==> config.mk <==
export PLATFORM = sky130hd
export DESIGN_NAME = snake_row_render
export DESIGN_NICKNAME = d
export VERILOG_FILES = /design/src/rtl/snake_row_render.sv
export SDC_FILE = /design/constraint.sdc
export NUM_CORES = 1
export LEC_CHECK = 0
export CAP_MARGIN = 20
export CORE_UTILIZATION = 48
export CTS_CLUSTER_SIZE = 20
export DETAILED_ROUTE_END_ITERATION = 10
export GPL_TIMING_DRIVEN = 0
export PLACE_DENSITY = 0.83
export SLEW_MARGIN = 20
export SYNTH_ARGS = -nofsm -noshare
export SYNTH_HDL_FRONTEND = slang
export SYNTH_SLANG_ARGS = --single-unit
export TNS_END_PERCENT = 5
==> constraint.sdc <==
create_clock -name clock -period 2.2 [get_ports clock]
set_input_delay 0.33 -clock clock [delete_from_list [all_inputs] [get_ports clock]]
set_output_delay 0.33 -clock clock [all_outputs]
set_load 0.02 [all_outputs]
==> src/rtl/snake_row_render.sv <==
// Builds one grid row of snake occupancy (body mask + head) in a back buffer and commits it to a front buffer that answers per-column class queries.
// Optional border marking is enabled by defining SNAKE_ROW_RENDER_BORDER_EN.
module snake_row_render (
  input  logic         clock,
  input  logic         reset,
  input  logic [191:0] snake_x_temp,
  input  logic [191:0] snake_y_temp,
  input  logic [31:0]  snake_piece_is_display,
  input  logic         scan_start,
  input  logic [5:0]   scan_row,
  input  logic [5:0]   query_x,
  output logic [1:0]   pixel_class,
  output logic [5:0]   front_row,
  output logic         busy,
  output logic         row_ready,
  output logic         overrun
);

  localparam int unsigned COORD_W  = 6;
  localparam int unsigned NUM_SEG  = 32;
  localparam int unsigned PACK_W   = COORD_W * NUM_SEG;
  localparam int unsigned GRID_W   = 48;
  localparam int unsigned IDX_W    = 5;
  localparam int unsigned LAST_ROW = 26;
  localparam int unsigned LAST_COL = GRID_W - 1;

  localparam logic [1:0] CLS_EMPTY  = 2'b00;
  localparam logic [1:0] CLS_BODY   = 2'b01;
  localparam logic [1:0] CLS_HEAD   = 2'b10;
  localparam logic [1:0] CLS_BORDER = 2'b11;

  typedef enum logic [1:0] {
    S_IDLE   = 2'd0,
    S_SCAN   = 2'd1,
    S_COMMIT = 2'd2
  } state_e;

  state_e state_q, state_d;

  logic [PACK_W-1:0]  snap_x_q, snap_x_d;
  logic [PACK_W-1:0]  snap_y_q, snap_y_d;
  logic [NUM_SEG-1:0] snap_disp_q, snap_disp_d;
  logic [COORD_W-1:0] snap_row_q, snap_row_d;
  logic [IDX_W-1:0]   idx_q, idx_d;

  logic [GRID_W-1:0]  back_body_q, back_body_d;
  logic [COORD_W-1:0] back_head_col_q, back_head_col_d;
  logic               back_head_v_q, back_head_v_d;

  logic [GRID_W-1:0]  front_body_q, front_body_d;
  logic [COORD_W-1:0] front_head_col_q, front_head_col_d;
  logic               front_head_v_q, front_head_v_d;
  logic [COORD_W-1:0] front_row_q, front_row_d;

  logic [1:0]         pixel_class_q, pixel_class_d;
  logic               busy_q, busy_d;
  logic               row_ready_q, row_ready_d;
  logic               overrun_q, overrun_d;

  logic [COORD_W-1:0] seg_x_c;
  logic [COORD_W-1:0] seg_y_c;
  logic               seg_hit_c;
  logic               on_border_c;

  // State register
  always_ff @(posedge clock) begin
    if (reset) begin
      state_q <= S_IDLE;
    end else begin
      state_q <= state_d;
    end
  end

  // Next-state logic
  always_comb begin
    state_d = state_q;
    case (state_q)
      S_IDLE:   if (scan_start) state_d = S_SCAN;
      S_SCAN:   if (idx_q == IDX_W'(NUM_SEG - 1)) state_d = S_COMMIT;
      S_COMMIT: state_d = S_IDLE;
      default:  state_d = S_IDLE;
    endcase
  end

  // The snapshot shifts right each SCAN cycle, so the current segment is always in the low bits
  assign seg_x_c   = snap_x_q[COORD_W-1:0];
  assign seg_y_c   = snap_y_q[COORD_W-1:0];
  assign seg_hit_c = snap_disp_q[0] && (seg_y_c == snap_row_q) && (seg_x_c < COORD_W'(GRID_W));

  // Scan datapath, buffers and status outputs
  always_comb begin
    snap_x_d         = snap_x_q;
    snap_y_d         = snap_y_q;
    snap_disp_d      = snap_disp_q;
    snap_row_d       = snap_row_q;
    idx_d            = idx_q;
    back_body_d      = back_body_q;
    back_head_col_d  = back_head_col_q;
    back_head_v_d    = back_head_v_q;
    front_body_d     = front_body_q;
    front_head_col_d = front_head_col_q;
    front_head_v_d   = front_head_v_q;
    front_row_d      = front_row_q;
    busy_d           = busy_q;
    row_ready_d      = 1'b0;
    overrun_d        = overrun_q | (scan_start && (state_q != S_IDLE));

    case (state_q)
      S_IDLE: begin
        if (scan_start) begin
          snap_x_d        = snake_x_temp;
          snap_y_d        = snake_y_temp;
          snap_disp_d     = snake_piece_is_display;
          snap_row_d      = scan_row;
          idx_d           = '0;
          back_body_d     = '0;
          back_head_col_d = '0;
          back_head_v_d   = 1'b0;
          busy_d          = 1'b1;
        end
      end
      S_SCAN: begin
        if (seg_hit_c) begin
          if (idx_q == '0) begin
            back_head_col_d = seg_x_c;
            back_head_v_d   = 1'b1;
          end else begin
            back_body_d = back_body_q | (GRID_W'(1) << seg_x_c);
          end
        end
        snap_x_d    = snap_x_q >> COORD_W;
        snap_y_d    = snap_y_q >> COORD_W;
        snap_disp_d = snap_disp_q >> 1;
        idx_d       = idx_q + IDX_W'(1);
      end
      S_COMMIT: begin
        front_body_d     = back_body_q;
        front_head_col_d = back_head_col_q;
        front_head_v_d   = back_head_v_q;
        front_row_d      = snap_row_q;
        row_ready_d      = 1'b1;
        busy_d           = 1'b0;
      end
      default: begin
        busy_d = 1'b0;
      end
    endcase
  end

`ifdef SNAKE_ROW_RENDER_BORDER_EN
  assign on_border_c = (query_x == '0) || (query_x == COORD_W'(LAST_COL)) ||
                       (front_row_q == '0) || (front_row_q == COORD_W'(LAST_ROW));
`else
  assign on_border_c = 1'b0;
`endif

  // Front-buffer lookup with priority border > head > body > empty
  always_comb begin
    pixel_class_d = CLS_EMPTY;
    if (query_x < COORD_W'(GRID_W)) begin
      if (on_border_c) begin
        pixel_class_d = CLS_BORDER;
      end else if (front_head_v_q && (front_head_col_q == query_x)) begin
        pixel_class_d = CLS_HEAD;
      end else if (front_body_q[query_x]) begin
        pixel_class_d = CLS_BODY;
      end
    end
  end

  always_ff @(posedge clock) begin
    if (reset) begin
      snap_x_q         <= '0;
      snap_y_q         <= '0;
      snap_disp_q      <= '0;
      snap_row_q       <= '0;
      idx_q            <= '0;
      back_body_q      <= '0;
      back_head_col_q  <= '0;
      back_head_v_q    <= 1'b0;
      front_body_q     <= '0;
      front_head_col_q <= '0;
      front_head_v_q   <= 1'b0;
      front_row_q      <= '0;
      pixel_class_q    <= CLS_EMPTY;
      busy_q           <= 1'b0;
      row_ready_q      <= 1'b0;
      overrun_q        <= 1'b0;
    end else begin
      snap_x_q         <= snap_x_d;
      snap_y_q         <= snap_y_d;
      snap_disp_q      <= snap_disp_d;
      snap_row_q       <= snap_row_d;
      idx_q            <= idx_d;
      back_body_q      <= back_body_d;
      back_head_col_q  <= back_head_col_d;
      back_head_v_q    <= back_head_v_d;
      front_body_q     <= front_body_d;
      front_head_col_q <= front_head_col_d;
      front_head_v_q   <= front_head_v_d;
      front_row_q      <= front_row_d;
      pixel_class_q    <= pixel_class_d;
      busy_q           <= busy_d;
      row_ready_q      <= row_ready_d;
      overrun_q        <= overrun_d;
    end
  end

  assign pixel_class = pixel_class_q;
  assign front_row   = front_row_q;
  assign busy        = busy_q;
  assign row_ready   = row_ready_q;
  assign overrun     = overrun_q;

endmodule

==> results.md <==
| Quantity | Value | Unit |
|---|---|---|
| Result of the run | finished, violations left | - |
| Violations in the final reports | setup timing | - |
| Cell types occupying the most area after synthesis | sky130_fd_sc_hd__dfxtp_1 (52%), sky130_fd_sc_hd__a22oi_1 (12%), sky130_fd_sc_hd__a21oi_1 (10%), sky130_fd_sc_hd__nand2_1 (9.0%), sky130_fd_sc_hd__nor2_1 (3.9%) | - |
| Number of enable-type register cells in the synthesized netlist | 0 | - |
| Buffers added on ports | 438 | - |
| Global-route wire length before repair | 107000 | µm |
| TritonCTS sink count | 550 | - |
| # DRC | 0 | - |
| Area growth from synthesis to layout | 33.4 | % |
| Total power draw | 23600 | µW |
| Rel. slew slack | 30.3 | % |
| Hold WC Path Type | input port to register | - |
| Initial cell density of the core | 49.0 | % |
| Placed Area | 26400 | µm² |
| Overall routing resource usage | 30.1 | % |
| Fraction of layout instances using a drive strength above 1 | 6.28 | % |
| Number of violations of the max-capacitance limit | 0 | - |
| Total setup buffers inserted after CTS | 0 | - |
| Post-detailed-route wirelength per cell | 19.2 | µm |
| Placed cell count | 3549 | - |
| Number of global-route vias before repair | 20393 | - |
| Number of instances in the synthesized netlist | 2526 | - |
| Highest cell delay on the worst timing path | 0.41 | ns |
| Clock edge transition at the registers on the reported setup and hold paths | 0.06 | ns |
| Buffering stage count on the worst path with inverters included | 3 | - |
| Beginning of the worst hold path | query_x[3] | - |
| Worst path cell trace | nor2_1 -> and2_1 -> buf_2 -> clkbuf_2 -> clkbuf_1 -> a22oi_1 -> a21oi_1 | - |
| Async SR Flop Fraction | 0 | % |
| Cell at the root of the clock tree | sky130_fd_sc_hd__clkbuf_16 | - |
| Category of the most critical setup path | register to register | - |
| Top cells by count, synth | sky130_fd_sc_hd__dfxtp_1 (550), sky130_fd_sc_hd__nand2_1 (513), sky130_fd_sc_hd__a21oi_1 (433), sky130_fd_sc_hd__a22oi_1 (335), sky130_fd_sc_hd__nor2_1 (219) | - |
| Final number of max-transition violations | 0 | - |
| Post-synthesis sequential area ratio | 51.7 | % |
| Total global routing overflow | 0 | - |
| Cell taking the most area after synthesis | sky130_fd_sc_hd__dfxtp_1 | - |
| Number of register bits inferred by synthesis | 550 | - |
| Detailed-route via count | 21157 | - |
| Die outline width | 213 | µm |
| Fin worst setup slack | -0.0509 | ns |
| Area inside the core boundary | 43500 | µm² |
| Number of placement rows | 76 | - |
| Arr. time, crit path | 2.76 | ns |
| Half-perimeter wire length after detailed placement | 52500 | µm |
| Setup repair after global routing missed its margin | true | - |
| First DRT Iteration DRCs | 2201 | - |
| Standby leakage power | 0.0103 | µW |
| Minimum clock period | 2.25 | ns |
| Die Ht | 213 | µm |
| Total length of routed wires | 70300 | µm |
| Dominant delay contributor by cell family on the critical path | buffers and inverters | - |
| Startpoint kind of the worst setup timing path | register | - |
| Post-Route Skew | 0.0226 | ns |
| Antenna-violating nets left | 0 | - |
| Worst Setup SP | state_q[1]$_SDFFE_PP0P_ | - |
| Count leader, synth | sky130_fd_sc_hd__dfxtp_1 | - |
| First-pass iteration count of the detailed router | 8 | - |
| Design area | 28400 | µm² |
| Achievable clock frequency | 444 | MHz |
| Final setup viols | 35 | - |
| Initial antenna violation count | 16 | - |
| Maximum level of the CTS H-tree | 2 | - |
| Synthesis Warnings | 0 | - |
| TritonCTS clock tree | yes | - |
| Vias per cell | 5.79 | - |
| Inserted Clock Buffers | 55 | - |
| Insertion delay of the later-clocked pin in the worst-skew pair | 0.60 | ns |
| Proportion of netlist area held by the largest area contributor | 51.7 | % |
| Worst-Margin Slew | 1.05 | ns |
| Pwr dens | 831 | nW/µm² |
| Mean instance size in the synthesized netlist | 8.43 | µm² |
| Primary flip-flop cell chosen by synthesis mapping | sky130_fd_sc_hd__dfxtp_1 | - |
| Floorplan die area | 45200 | µm² |
| Synthesized area | 21300 | µm² |
| Number of hold violations in the final report | 0 | - |
| Post-synthesis cell type count | 44 | - |
| Peak supply drop | 0.724 | mV |
| Fin nets | 3455 | - |
| Weighted congestion reported at the end of routability-driven placement | 0.941 | - |
| Worst slack on hold paths | 0.264 | ns |
| Startpoint of the most critical register-to-register path | state_q[1]$_SDFFE_PP0P_ | - |
| Total negative slack | -0.652 | ns |
| CTS hold repair buffers | 0 | - |
| CP endpoint kind | register | - |
| Largest driver fanout on the critical path | 10 | - |
| Non-filler cells, final | 3657 | - |
| Maximum number of pins on one net before global-route repair | 15 | - |
| Buffer depth of the longest clock path | 3 | - |
| Data required time of the worst path | 2.71 | ns |
| Final period util | 102 | % |
| Syn Nets | 2960 | - |
| Top-Level Pins | 442 | - |
| CP max stage cell | sky130_fd_sc_hd__clkbuf_1 | - |
==> placed cells by master, fill, tap and decap left out, types with 3 or more instances in the layout <==
master / instances
sky130_fd_sc_hd__clkbuf_16: 57
sky130_fd_sc_hd__bufinv_16: 6
sky130_fd_sc_hd__nand3_1: 20
sky130_fd_sc_hd__nand4_1: 8
sky130_fd_sc_hd__mux2i_1: 6
sky130_fd_sc_hd__o21a_1: 17
sky130_fd_sc_hd__a2111oi_2: 5
sky130_fd_sc_hd__clkbuf_1: 143
sky130_fd_sc_hd__diode_2: 13
sky130_fd_sc_hd__buf_2: 40
sky130_fd_sc_hd__clkbuf_2: 46
sky130_fd_sc_hd__nor2b_1: 8
sky130_fd_sc_hd__and2_1: 3
sky130_fd_sc_hd__mux4_1: 10
sky130_fd_sc_hd__inv_1: 4
sky130_fd_sc_hd__buf_1: 8
sky130_fd_sc_hd__xor2_1: 7
sky130_fd_sc_hd__o21ai_0: 26
sky130_fd_sc_hd__a22oi_1: 334
sky130_fd_sc_hd__clkbuf_8: 7
sky130_fd_sc_hd__a2111oi_1: 5
sky130_fd_sc_hd__nand2b_1: 4
sky130_fd_sc_hd__nor4_1: 70
sky130_fd_sc_hd__dfxtp_1: 550
sky130_fd_sc_hd__a2111oi_0: 6
sky130_fd_sc_hd__clkinv_2: 10
sky130_fd_sc_hd__nor2_1: 218
sky130_fd_sc_hd__xnor2_1: 5
sky130_fd_sc_hd__a22o_1: 16
sky130_fd_sc_hd__ha_1: 3
sky130_fd_sc_hd__nand2_1: 513
sky130_fd_sc_hd__clkdlybuf4s50_1: 438
sky130_fd_sc_hd__and3_1: 3
sky130_fd_sc_hd__clkbuf_4: 4
sky130_fd_sc_hd__a21oi_1: 432
==> where the power goes <==
group	internal (µW)	switching [µW]	total [µW]
clock network	5630	3930	9550
logic	1420	1690	3110
registers	10600	374	10900
==> kinds of logic (layout without fill, tap and decap cells) <==
family | after synthesis | in the layout | share of synthesized area (%)
AOI/OAI and AO/OA | 849 | 849 | 24.8
buffers and inverters | 236 | 769 | 4.57
DFF | 550 | 550 | 51.7
and+or+nand+nor | 858 | 858 | 16.6
xor gates and xnor gates | 12 | 12 | 0.494
muxes | 18 | 18 | 1.73
adders and majority gates | 3 | 3 | 0.176
other | 0 | 13 | 0
==> through the flow <==
stage	worst slack, ns	util (%)
2_1_floorplan	0.370	-
3_3_place_gp	-0.652	60.8
3_5_place_dp	-0.695	60.8
4_1_cts	0.00451	65.1
5_1_grt	-0.141	65.4
6_report	-0.0509	65.4
==> layout make-up <==
| class | instances | area (µm²) |
|---|---|---|
| clock inverters | 19 | 256 |
| multi-input cells | 1740 | 9390 |
| fillers | 3490 | 15000 |
| plain buffers | 232 | 1030 |
| well taps | 585 | 732 |
| flip-flops and latches | 550 | 11000 |
| diodes | 13 | 32.5 |
| clock buffers | 76 | 1560 |
| repair buffers | 438 | 4380 |
| inverters | 4 | 15.0 |
==> metal layers <==
layer,vias up,routed length [µm],track usage (%)
li1,9965,-,-
met5,-,54,0
met1,9993,27800,36.7
met3,202,5790,6.87
met2,989,33600,50.1
met4,8,3040,14.7
==> final timing paths <==
check                                       to  slack (ns)  cells after the start
setup / recovery  snap_disp_q[24]$_SDFFE_PP0P_       -0.05                      7
setup reg to reg  snap_disp_q[24]$_SDFFE_PP0P_       -0.05                      7
hold / removal       pixel_class[1]$_SDFF_PP0_        0.26                      4
hold reg to reg   front_body_q[9]$_SDFFE_PP0P_        0.45                      2
==> registers in the layout, summed over array words and instances, names as in the netlist <==
| signal | flops |
|---|---|
| snap_y_q | 192 |
| busy | 1 |
| front_head_v_q | 1 |
| snap_disp_q | 32 |
| front_body_q | 48 |
| overrun | 1 |
| back_body_q | 48 |
| front_head_col_q | 6 |
| row_ready | 1 |
| back_head_col_q | 6 |
| state_q | 2 |
| snap_row_q | 6 |
| back_head_v_q | 1 |
| front_row | 6 |
| idx_q | 5 |
| snap_x_q | 192 |
| pixel_class | 2 |
==> what timing repair did <==
action,CTS,global route
gates resized for setup,24,82
pin swaps,0,1
setup endpoints to repair,388,466
==> worst min-delay path, cell delays in order <==
cell	delay (ns)
sky130_fd_sc_hd__clkbuf_8	0.15
sky130_fd_sc_hd__xor2_1	0.13
sky130_fd_sc_hd__or4_1	0.14
sky130_fd_sc_hd__a211oi_1	0.05
No activity file was read; power rests on OpenSTA's default activity.
